`config.mk`:
```
export PLATFORM = sky130hd
export DESIGN_NAME = move_parser
export DESIGN_NICKNAME = d
export VERILOG_FILES = /design/src/rtl/ttt_pkg.sv /design/src/rtl/win_detect.sv /design/src/rtl/move_parser.sv
export SDC_FILE = /design/constraint.sdc
export NUM_CORES = 1
export LEC_CHECK = 0
export ABC_AREA = 1
export ABC_CLOCK_PERIOD_IN_PS = 3600
export CELL_PAD_IN_SITES_DETAIL_PLACEMENT = 0
export CELL_PAD_IN_SITES_GLOBAL_PLACEMENT = 1
export CORE_MARGIN = 2
export CORE_UTILIZATION = 35
export DETAILED_ROUTE_END_ITERATION = 10
export PLACE_DENSITY_LB_ADDON = 0.1
export SLEW_MARGIN = 25
export SYNTH_ARGS = -nofsm -noshare
export SYNTH_HDL_FRONTEND = slang
export SYNTH_HIERARCHICAL = 1
export SYNTH_SLANG_ARGS = --single-unit
```
`constraint.sdc`:
```
create_clock -name clk -period 3.6 [get_ports clk]
set_clock_uncertainty 0.1 [all_clocks]
set_input_delay 1.08 -clock clk [delete_from_list [all_inputs] [get_ports clk]]
set_output_delay 1.08 -clock clk [all_outputs]
set_load 0.01 [all_outputs]
```
`src/rtl/ttt_pkg.sv`:
```
// Shared constants and state encoding for the tic-tac-toe keystroke parser.
package ttt_pkg;

    localparam logic [7:0] CH_0    = 8'h30;
    localparam logic [7:0] CH_R_LO = 8'h72;
    localparam logic [7:0] CH_R_UP = 8'h52;
    localparam logic [7:0] CH_CR   = 8'h0D;
    localparam logic [7:0] CH_LF   = 8'h0A;

    localparam logic [1:0] WIN_NONE = 2'b00;
    localparam logic [1:0] WIN_A    = 2'b01;
    localparam logic [1:0] WIN_B    = 2'b10;
    localparam logic [1:0] WIN_DRAW = 2'b11;

    localparam logic [1:0] ERR_OCCUPIED = 2'b01;
    localparam logic [1:0] ERR_UNKNOWN  = 2'b10;
    localparam logic [1:0] ERR_OVER     = 2'b11;

    typedef enum logic [1:0] {
        IDLE = 2'd0,
        REQ  = 2'd1,
        ACK  = 2'd2
    } state_t;

endpackage

```
`src/rtl/win_detect.sv`:
```
// Combinational win/draw detector over row-major boards (bit i = cell i+1).
module win_detect
    import ttt_pkg::*;
#(
    parameter int ROWS = 3,
    parameter int COLS = 3
) (
    input  logic [ROWS*COLS-1:0] board_a,
    input  logic [ROWS*COLS-1:0] board_b,
    output logic [1:0]           winner
);

    logic [ROWS-1:0] w_row_a, w_row_b;
    logic [COLS-1:0] w_col_a, w_col_b;
    logic [1:0]      w_diag_a, w_diag_b;
    logic            w_win_a, w_win_b, w_full;

    genvar r, c, k;

    for (r = 0; r < ROWS; r++) begin : g_row
        assign w_row_a[r] = &board_a[r*COLS +: COLS];
        assign w_row_b[r] = &board_b[r*COLS +: COLS];
    end

    for (c = 0; c < COLS; c++) begin : g_col
        logic [ROWS-1:0] w_ca, w_cb;
        for (k = 0; k < ROWS; k++) begin : g_cell
            assign w_ca[k] = board_a[k*COLS + c];
            assign w_cb[k] = board_b[k*COLS + c];
        end
        assign w_col_a[c] = &w_ca;
        assign w_col_b[c] = &w_cb;
    end

    if (ROWS == COLS) begin : g_diag
        logic [ROWS-1:0] w_d0a, w_d0b, w_d1a, w_d1b;
        for (r = 0; r < ROWS; r++) begin : g_dcell
            assign w_d0a[r] = board_a[r*COLS + r];
            assign w_d0b[r] = board_b[r*COLS + r];
            assign w_d1a[r] = board_a[r*COLS + COLS - 1 - r];
            assign w_d1b[r] = board_b[r*COLS + COLS - 1 - r];
        end
        assign w_diag_a = {&w_d1a, &w_d0a};
        assign w_diag_b = {&w_d1b, &w_d0b};
    end else begin : g_nodiag
        assign w_diag_a = '0;
        assign w_diag_b = '0;
    end

    assign w_win_a = (|w_row_a) | (|w_col_a) | (|w_diag_a);
    assign w_win_b = (|w_row_b) | (|w_col_b) | (|w_diag_b);
    assign w_full  = &(board_a | board_b);

    always_comb begin
        winner = WIN_NONE;
        if (w_win_a)      winner = WIN_A;
        else if (w_win_b) winner = WIN_B;
        else if (w_full)  winner = WIN_DRAW;
    end

endmodule

```
`src/rtl/move_parser.sv`:
```
// Decodes player keystrokes into board updates and hands each change to print_board.
module move_parser
    import ttt_pkg::*;
#(
    parameter int ROWS = 3,
    parameter int COLS = 3
) (
    input  logic                 clk,
    input  logic                 reset,
    input  logic                 rx_rd,
    input  logic [7:0]           rx_dout,
    input  logic                 print_ready,
    output logic                 print_wr,
    output logic [ROWS*COLS-1:0] board_a,
    output logic [ROWS*COLS-1:0] board_b,
    output logic                 turn,
    output logic [1:0]           winner,
    output logic                 err,
    output logic [1:0]           err_code,
    output logic                 overflow
);

    localparam int N = ROWS * COLS;

    state_t         r_state, w_state_nxt;
    logic [N-1:0]   r_board_a, r_board_b, w_board_a_nxt, w_board_b_nxt;
    logic           r_turn, w_turn_nxt;
    logic           r_pend_valid, w_pend_valid_nxt;
    logic [7:0]     r_pend_byte, w_pend_byte_nxt;
    logic [1:0]     r_ack_cnt, w_ack_cnt_nxt;
    logic           r_err, w_err_nxt;
    logic [1:0]     r_err_code, w_err_code_nxt;
    logic           r_ovf, w_ovf_nxt;

    logic           w_decode;
    logic [7:0]     w_byte;
    logic           w_is_digit;
    logic [3:0]     w_cell;
    logic [N-1:0]   w_mask;
    logic [1:0]     w_winner;

    win_detect #(.ROWS(ROWS), .COLS(COLS)) u_win (
        .board_a (r_board_a),
        .board_b (r_board_b),
        .winner  (w_winner)
    );

    // Pending byte has priority so bytes are decoded in arrival order.
    assign w_decode   = (r_state == IDLE) && (r_pend_valid || rx_rd);
    assign w_byte     = r_pend_valid ? r_pend_byte : rx_dout;
    assign w_is_digit = (w_byte > CH_0) && (w_byte <= CH_0 + 8'(N));
    assign w_cell     = w_byte[3:0] - 4'd1;
    assign w_mask     = {{(N-1){1'b0}}, 1'b1} << w_cell;

    always_ff @(posedge clk or negedge reset) begin
        if (!reset) begin
            r_state      <= IDLE;
            r_board_a    <= '0;
            r_board_b    <= '0;
            r_turn       <= 1'b0;
            r_pend_valid <= 1'b0;
            r_pend_byte  <= '0;
            r_ack_cnt    <= '0;
            r_err        <= 1'b0;
            r_err_code   <= '0;
            r_ovf        <= 1'b0;
        end else begin
            r_state      <= w_state_nxt;
            r_board_a    <= w_board_a_nxt;
            r_board_b    <= w_board_b_nxt;
            r_turn       <= w_turn_nxt;
            r_pend_valid <= w_pend_valid_nxt;
            r_pend_byte  <= w_pend_byte_nxt;
            r_ack_cnt    <= w_ack_cnt_nxt;
            r_err        <= w_err_nxt;
            r_err_code   <= w_err_code_nxt;
            r_ovf        <= w_ovf_nxt;
        end
    end

    always_comb begin
        w_state_nxt      = r_state;
        w_board_a_nxt    = r_board_a;
        w_board_b_nxt    = r_board_b;
        w_turn_nxt       = r_turn;
        w_pend_valid_nxt = r_pend_valid;
        w_pend_byte_nxt  = r_pend_byte;
        w_ack_cnt_nxt    = r_ack_cnt;
        w_err_nxt        = 1'b0;
        w_err_code_nxt   = r_err_code;
        w_ovf_nxt        = 1'b0;
        print_wr         = 1'b0;

        if (rx_rd && !(r_state == IDLE && !r_pend_valid)) begin
            if (r_pend_valid && r_state != IDLE) begin
                w_ovf_nxt = 1'b1;
            end else begin
                w_pend_valid_nxt = 1'b1;
                w_pend_byte_nxt  = rx_dout;
            end
        end else if (r_state == IDLE && r_pend_valid) begin
            w_pend_valid_nxt = 1'b0;
        end

        case (r_state)
            IDLE: begin
                if (w_decode) begin
                    if (w_is_digit) begin
                        if (w_winner != WIN_NONE) begin
                            w_err_nxt      = 1'b1;
                            w_err_code_nxt = ERR_OVER;
                        end else if (|((r_board_a | r_board_b) & w_mask)) begin
                            w_err_nxt      = 1'b1;
                            w_err_code_nxt = ERR_OCCUPIED;
                        end else begin
                            if (r_turn) w_board_b_nxt = r_board_b | w_mask;
                            else        w_board_a_nxt = r_board_a | w_mask;
                            w_turn_nxt  = ~r_turn;
                            w_state_nxt = REQ;
                        end
                    end else if (w_byte == CH_R_LO || w_byte == CH_R_UP) begin
                        w_board_a_nxt = '0;
                        w_board_b_nxt = '0;
                        w_turn_nxt    = 1'b0;
                        w_state_nxt   = REQ;
                    end else if (w_byte != CH_CR && w_byte != CH_LF) begin
                        w_err_nxt      = 1'b1;
                        w_err_code_nxt = ERR_UNKNOWN;
                    end
                end
            end
            REQ: begin
                if (print_ready) begin
                    print_wr      = 1'b1;
                    w_ack_cnt_nxt = '0;
                    w_state_nxt   = ACK;
                end
            end
            ACK: begin
                if (!print_ready || r_ack_cnt == 2'd3) w_state_nxt = IDLE;
                else                                   w_ack_cnt_nxt = r_ack_cnt + 2'd1;
            end
            default: w_state_nxt = IDLE;
        endcase
    end

    assign board_a  = r_board_a;
    assign board_b  = r_board_b;
    assign turn     = r_turn;
    assign winner   = w_winner;
    assign err      = r_err;
    assign err_code = r_err_code;
    assign overflow = r_ovf;

endmodule

```
==> impl_metrics.py, run 1 <==
metrics = {
    "place": {
        "io_buffers": 37,
        "place_area_sq_um": 2760,
        "place.gp.congestion": 0.853,
        "dpl.hpwl_mm": 4.49,
    },
    "clock_network": {
        "cts_resized": 0,
        "clk_latency_ns": 0.29,
        "cts_hold_buffers": 0,
        "root_buffer": "clkbuf_8",
        "cts_sinks": 36,
        "cts_made_buffers": 5,
        "htree_levels": 2,
        "clockBufferDepth": 2,
        "cts_setup_buffers": 0,
        "cts_tree": "done",
        "cts.reportedPaths.clkPinSlew_ns": 0.07,
    },
    "worst_hold_path": {
        "hold_start": "r_pend_byte[4]$_DFFE_PN0P_",
        "whs_path_depth": 2,
        "worstHoldPathType": "flip-flop to flip-flop",
        "hold-path-endpoint": "r_pend_byte[4]$_DFFE_PN0P_",
    },
    "worst_setup_path": {
        "reg2reg_to": "board_a[3]$_DFFE_PN0P_",
        "rr_startpoint": "r_pend_valid$_DFFE_PN0P_",
        "critPathMaxFanout": 3,
        "critical_path_class": "input port to primary output",
        "worstSetupEndpointType": "primary output",
        "crit_arrival_ns": 2.24,
        "rrSetupSlack_ns": 0.90,
        "r2r.worst_path.cells": 12,
        "start_kind": "input port",
        "worstPathRequired_ns": 2.42,
    },
    "routing": {
        "wire_per_inst_microns": 13.8,
        "vias": 2229,
        "drc": 0,
        "first_pass_iters": 4,
        "drtAntennaViolNets": 0,
        "vias_per_cell": 4.87,
        "first_iter_violations": 118,
        "wl_mm": 6.33,
    },
    "sta": {
        "finalSetupViolCount": 0,
        "fmax_mhz": 292,
        "tns_ns": 0,
        "hold_violations": 0,
        "rsz0062_at_grt": "no",
        "drv_slew": 0,
        "final.min_clock_period_ns": 3.42,
        "min_period_over_period_pct": 95.0,
        "worst_slew_pin_slew_ns": 0.816,
        "max_slew_margin_pct": 45.6,
    },
    "grt": {
        "grt_first_pass_wirelength_mm": 10.6,
        "antenna_found_initial": 0,
        "grt.total_usage_pct": 18.5,
        "grt_start_max_net_pins": 37,
        "first_global_vias": 2112,
        "overflow": 0,
    },
    "die": {
        "ios": 38,
        "core-area_sq_um": 6390,
        "die_h_microns": 85.3,
        "fp.dieW_microns": 85.3,
        "die-area_sq_um": 7280,
        "start_util_pct": 36.3,
        "rows": 29,
    },
    "synth": {
        "avgSynthCellArea_sq_um": 6.85,
        "yosysTopAreaCell": "dfrtp_1",
        "ys_warn_count": 6,
        "netlist.area_leader.share_pct": 38.9,
        "synth.area.top_cells": "dfrtp_1, nand2_1, nor2_1",
        "synth-seq-cells": 36,
        "seq_area_frac_synth_pct": 38.9,
        "syn_nets": 351,
        "synth_area_sq_um": 2320,
        "yosysUniqueCellTypes": 27,
        "syn_inst": 338,
    },
    "power_and_ir_drop": {
        "p_per_area_nw_per_um2": 436,
        "power_mw": 1.24,
        "ir_drop_mv": 0.289,
        "p_leak_nw": 1.44,
    },
    "finish": {
        "nets": 393,
        "syn_to_final_growth_pct": 23.3,
        "antenna_cells": 0,
        "layout-drive-gt1-share_pct": 14.2,
        "final_cell_area_sq_um": 2860,
    },
    "job": {
        "cap_violations": 0,
    },
    "run_status": {
        "status": "finished, final reports clean",
    },
}
==> state kept, by name, summed over array words and instances, names as in the netlist <==
register	count
r_pend_valid	1
r_pend_byte	8
r_state	2
board_a	9
overflow	1
board_b	9
err	1
turn	1
r_ack_cnt	2
err_code	2
==> cell families (layout without fill, tap and decap cells) <==
kind of cell / after synthesis / after routing / share of synthesized area, %
AOI/OAI and AO/OA: 41 / 41 / 10.9
adders and majority gates: 1 / 1 / 0.540
buffers and inverters: 40 / 83 / 7.62
DFF: 36 / 36 / 38.9
muxes: 1 / 1 / 0.486
and+or+nand+nor: 219 / 219 / 41.5
==> critical path: stages <==
cell and delay [ns]:
clkdlybuf4s50_1 0.50, nand2_1 0.06, inv_1 0.07, clkdlybuf4s50_1 0.53
==> cell type report <==
cell class	instances	area, sq um
Clock inverter	2	10.0
Clock buffer	6	82.6
Timing Repair Buffer	42	403
Inverter	33	124
Sequential cell	36	901
Multi-Input combinational cell	262	1240
Tap cell	77	96.3
Fill cell	674	3530
==> cell usage after synthesis (all sizes together) <==
master	instances
nand2	126
inv	33
nand4	11
nand3	17
o21ai	34
ha	1
buf	4
nor3	1
a21oi	4
mux2	1
clkbuf	3
dfrtp	36
or2	16
o31ai	2
nor2	48
a31oi	1
==> how the worst max path moves through the flow <==
stage	start	end	slack [ns]	cells past startpoint
after floorplan	rx_dout[2]	board_b[6]$_DFFE_PN0P_	1.12	12
after global placement	print_ready	print_wr	0.20	4
after detailed placement	print_ready	print_wr	0.18	4
after CTS	print_ready	print_wr	0.18	4
after global routing	print_ready	print_wr	0.13	4
final	print_ready	print_wr	0.18	4
==> metal layers <==
metal	vias up	track usage [%]	part of all wire, %
li1	1152	-	-
met1	1037	27.2	52
met2	35	28.5	44
met3	5	3.40	3.6
met4	0	3.90	0.70
met5	-	0	0
==> power by group <==
| part | switching, mW | leakage, nW | internal, mW |
|---|---|---|---|
| sequential | 0.0599 | 0.480 | 0.474 |
| clock | 0.151 | 0.0510 | 0.153 |
| combinational | 0.258 | 0.912 | 0.149 |
==> cell usage in the layout (no fill, tap or decap) <==
cell | Yosys | layout
a31oi_1 | 1 | 1
a21oi_2 | 1 | 1
nand3_1 | 13 | 13
nand2_1 | 121 | 121
o21ai_1 | 6 | 6
o21ai_2 | 10 | 10
buf_4 | 1 | 5
nand4_1 | 11 | 11
or2_0 | 1 | 1
clkdlybuf4s50_1 | 0 | 36
nor2_2 | 5 | 5
nor2_1 | 43 | 43
o31ai_1 | 2 | 2
nand2_4 | 1 | 1
mux2_2 | 1 | 1
nand3_2 | 4 | 4
inv_1 | 29 | 29
or2_2 | 10 | 10
clkinv_2 | 0 | 2
a21oi_1 | 3 | 3
inv_2 | 4 | 4
o21ai_0 | 18 | 18
nor3_1 | 1 | 1
ha_1 | 1 | 1
nand2_2 | 4 | 4
dfrtp_1 | 36 | 36
buf_2 | 0 | 1
clkbuf_8 | 0 | 6
or2_1 | 5 | 5
==> through the flow <==
step	instances	utilization [%]	setup slack, ns	hold WS (ns)
2_1_floorplan	338	-	1.12	0.353
3_3_place_gp	450	43.3	0.197	0.367
3_5_place_dp	450	43.3	0.184	0.373
4_1_cts	458	44.7	0.175	0.392
5_1_grt	458	44.7	0.129	0.403
6_report	458	44.7	0.179	0.387
Power figures use the tool's default switching activity.
==> inputs of run 2 (changes only) <==
CORE_UTILIZATION = 41   (was 35)
==> run 2 against run 1 <==
Net effect: routed wire length is 6.8% lower; highest routed layer unchanged; largest power group unchanged; sequential share of layout area is 0.11 points higher; die area is 14% lower; sequential power hardly changed; flip-flop and latch count stayed put.
==> impl_metrics.py, run 2 (synthesized netlist as in run 1, its figures left out) <==
metrics = {
    "run_status": {
        "status": "finished, final reports clean",
    },
    "sta": {
        "max_slew_margin_pct": 46.1,
        "rsz0062_at_grt": "no",
        "final.min_clock_period_ns": 3.42,
        "worst_slew_pin_slew_ns": 0.809,
        "hold_violations": 0,
        "fmax_mhz": 293,
        "min_period_over_period_pct": 94.9,
        "setup_ws_ns": 0.182,
        "hold_slack_ns": 0.388,
        "tns_ns": 0,
        "drv_slew": 0,
        "finalSetupViolCount": 0,
    },
    "routing": {
        "routed-wl-met3_microns": 237,
        "wl_met2_mm": 2.51,
        "first_pass_iters": 4,
        "first_iter_violations": 131,
        "vias": 2180,
        "wl_met1_mm": 3.06,
        "wire_per_inst_microns": 13.1,
        "top_layer": "met4",
        "drtAntennaViolNets": 0,
        "drc": 0,
        "vias_per_cell": 4.84,
        "wl_mm": 5.90,
    },
    "die": {
        "ios": 38,
        "rows": 27,
        "fp.dieW_microns": 79.2,
        "die-area_sq_um": 6270,
        "die_h_microns": 79.2,
        "core-area_sq_um": 5470,
        "start_util_pct": 42.3,
    },
    "power_and_ir_drop": {
        "p_comb_share_pct": 30.5,
        "pwr-share-seq_pct": 41.5,
        "switching_share_pct": 36.5,
        "intPower_uw": 820,
        "p_per_area_nw_per_um2": 454,
        "p_switching_uw": 472,
        "ir_drop_mv": 0.252,
        "power_mw": 1.29,
        "p_leak_nw": 1.43,
        "power_frac_clock_pct": 28.0,
    },
    "worst_setup_path": {
        "cpMostUsedCell": "clkdlybuf4s50_1",
        "worstPathRequired_ns": 2.42,
        "slowest_stage": "clkdlybuf4s50_1",
        "crit_buf_inv": 3,
        "critPathMaxFanout": 3,
        "critical_path_class": "input port to primary output",
        "cp-startpoint": "print_ready",
        "slowest_delay_ns": 0.53,
        "critical_path.cell_chain": "clkdlybuf4s50_1 > nand2_1 > inv_1 > clkdlybuf4s50_1",
        "start_kind": "input port",
        "worstSetupEndpointType": "primary output",
        "crit_family": "buffers and inverters",
        "rr_startpoint": "r_pend_valid$_DFFE_PN0P_",
        "crit_arrival_ns": 2.24,
    },
    "place": {
        "numPlacedInstances": 442,
        "place.gp.congestion": 0.880,
        "pre_cts_slack_ns": 0.187,
        "dpl.hpwl_mm": 4.20,
        "place_area_sq_um": 2730,
        "io_buffers": 37,
    },
    "finish": {
        "final_cell_area_sq_um": 2850,
        "layout.cells.non_filler": 450,
        "layout-drive-gt1-share_pct": 13.5,
        "nFillCells": 567,
        "layout_commonest_cell": "nand2_1",
        "nets": 390,
        "multiInputGateArea_sq_um": 1240,
        "antenna_cells": 0,
        "finish.utilization_pct": 52.0,
        "seqCellArea_sq_um": 901,
        "syn_to_final_growth_pct": 22.9,
        "final_cell_mix": "nand2_1, nor2_1, dfrtp_1, clkdlybuf4s50_1, inv_1",
    },
    "clock_network": {
        "clockBufferDepth": 2,
        "root_buffer": "clkbuf_8",
        "htree_levels": 2,
        "clk_latency_ns": 0.30,
        "cts_hold_buffers": 0,
        "cts.reportedPaths.clkPinSlew_ns": 0.07,
        "cts_tree": "done",
        "cts_resized": 0,
        "cts_setup_buffers": 0,
        "cts_made_buffers": 5,
        "cts_sinks": 36,
    },
    "grt": {
        "overflow": 0,
        "antenna_found_initial": 0,
        "first_global_vias": 1949,
        "grt.total_usage_pct": 20.4,
        "grt_first_pass_wirelength_mm": 9.80,
        "grt_start_max_net_pins": 37,
    },
    "worst_hold_path": {
        "worstHoldPathType": "flip-flop to flip-flop",
        "hold_start": "err_code[1]$_DFFE_PN0P_",
    },
    "job": {
        "cap_violations": 0,
    },
}
[run 2: layout make-up]
type	count	share of cell area, %
Inverter	33	4.35
Clock buffer	5	2.42
Timing Repair Buffer	39	13.4
Clock inverter	3	1.50
Tap cell	72	3.17
Sequential cell	36	31.7
Multi-Input combinational cell	262	43.5
[run 2: final timing paths]
kind	endpoint	slack [ns]	cells past startpoint
max	print_wr	0.18	4
min	err_code[1]$_DFFE_PN0P_	0.39	2
max reg2reg	board_a[5]$_DFFE_PN0P_	0.86	12
min reg2reg	err_code[1]$_DFFE_PN0P_	0.39	2
max in group asynchronous	r_state[0]$_DFFE_PN0P_	2.12	1
min in group asynchronous	r_pend_byte[0]$_DFFE_PN0P_	0.77	1
[run 2: worst min-delay path, stage by stage, from the launching register on]
cell	delay, ns
dfrtp_1	0.35
nand2_1	0.05
o21ai_0	0.06
[run 2: power groups by stage]
stage / Clock, mW / Sequential [mW] / Combinational, mW
floorplan: 0 / 0.522 / 0.299
global placement: 0 / 0.540 / 0.393
detailed placement: 0 / 0.542 / 0.394
CTS: 0.366 / 0.535 / 0.397
global route: 0.386 / 0.545 / 0.451
finish: 0.362 / 0.536 / 0.394
[run 2: per-layer routing]
layer | vias to the layer above | global-route usage, %
met5 | - | 0
met4 | 0 | 6.55
met3 | 8 | 3.75
met2 | 41 | 30.7
met1 | 978 | 29.6
li1 | 1153 | -
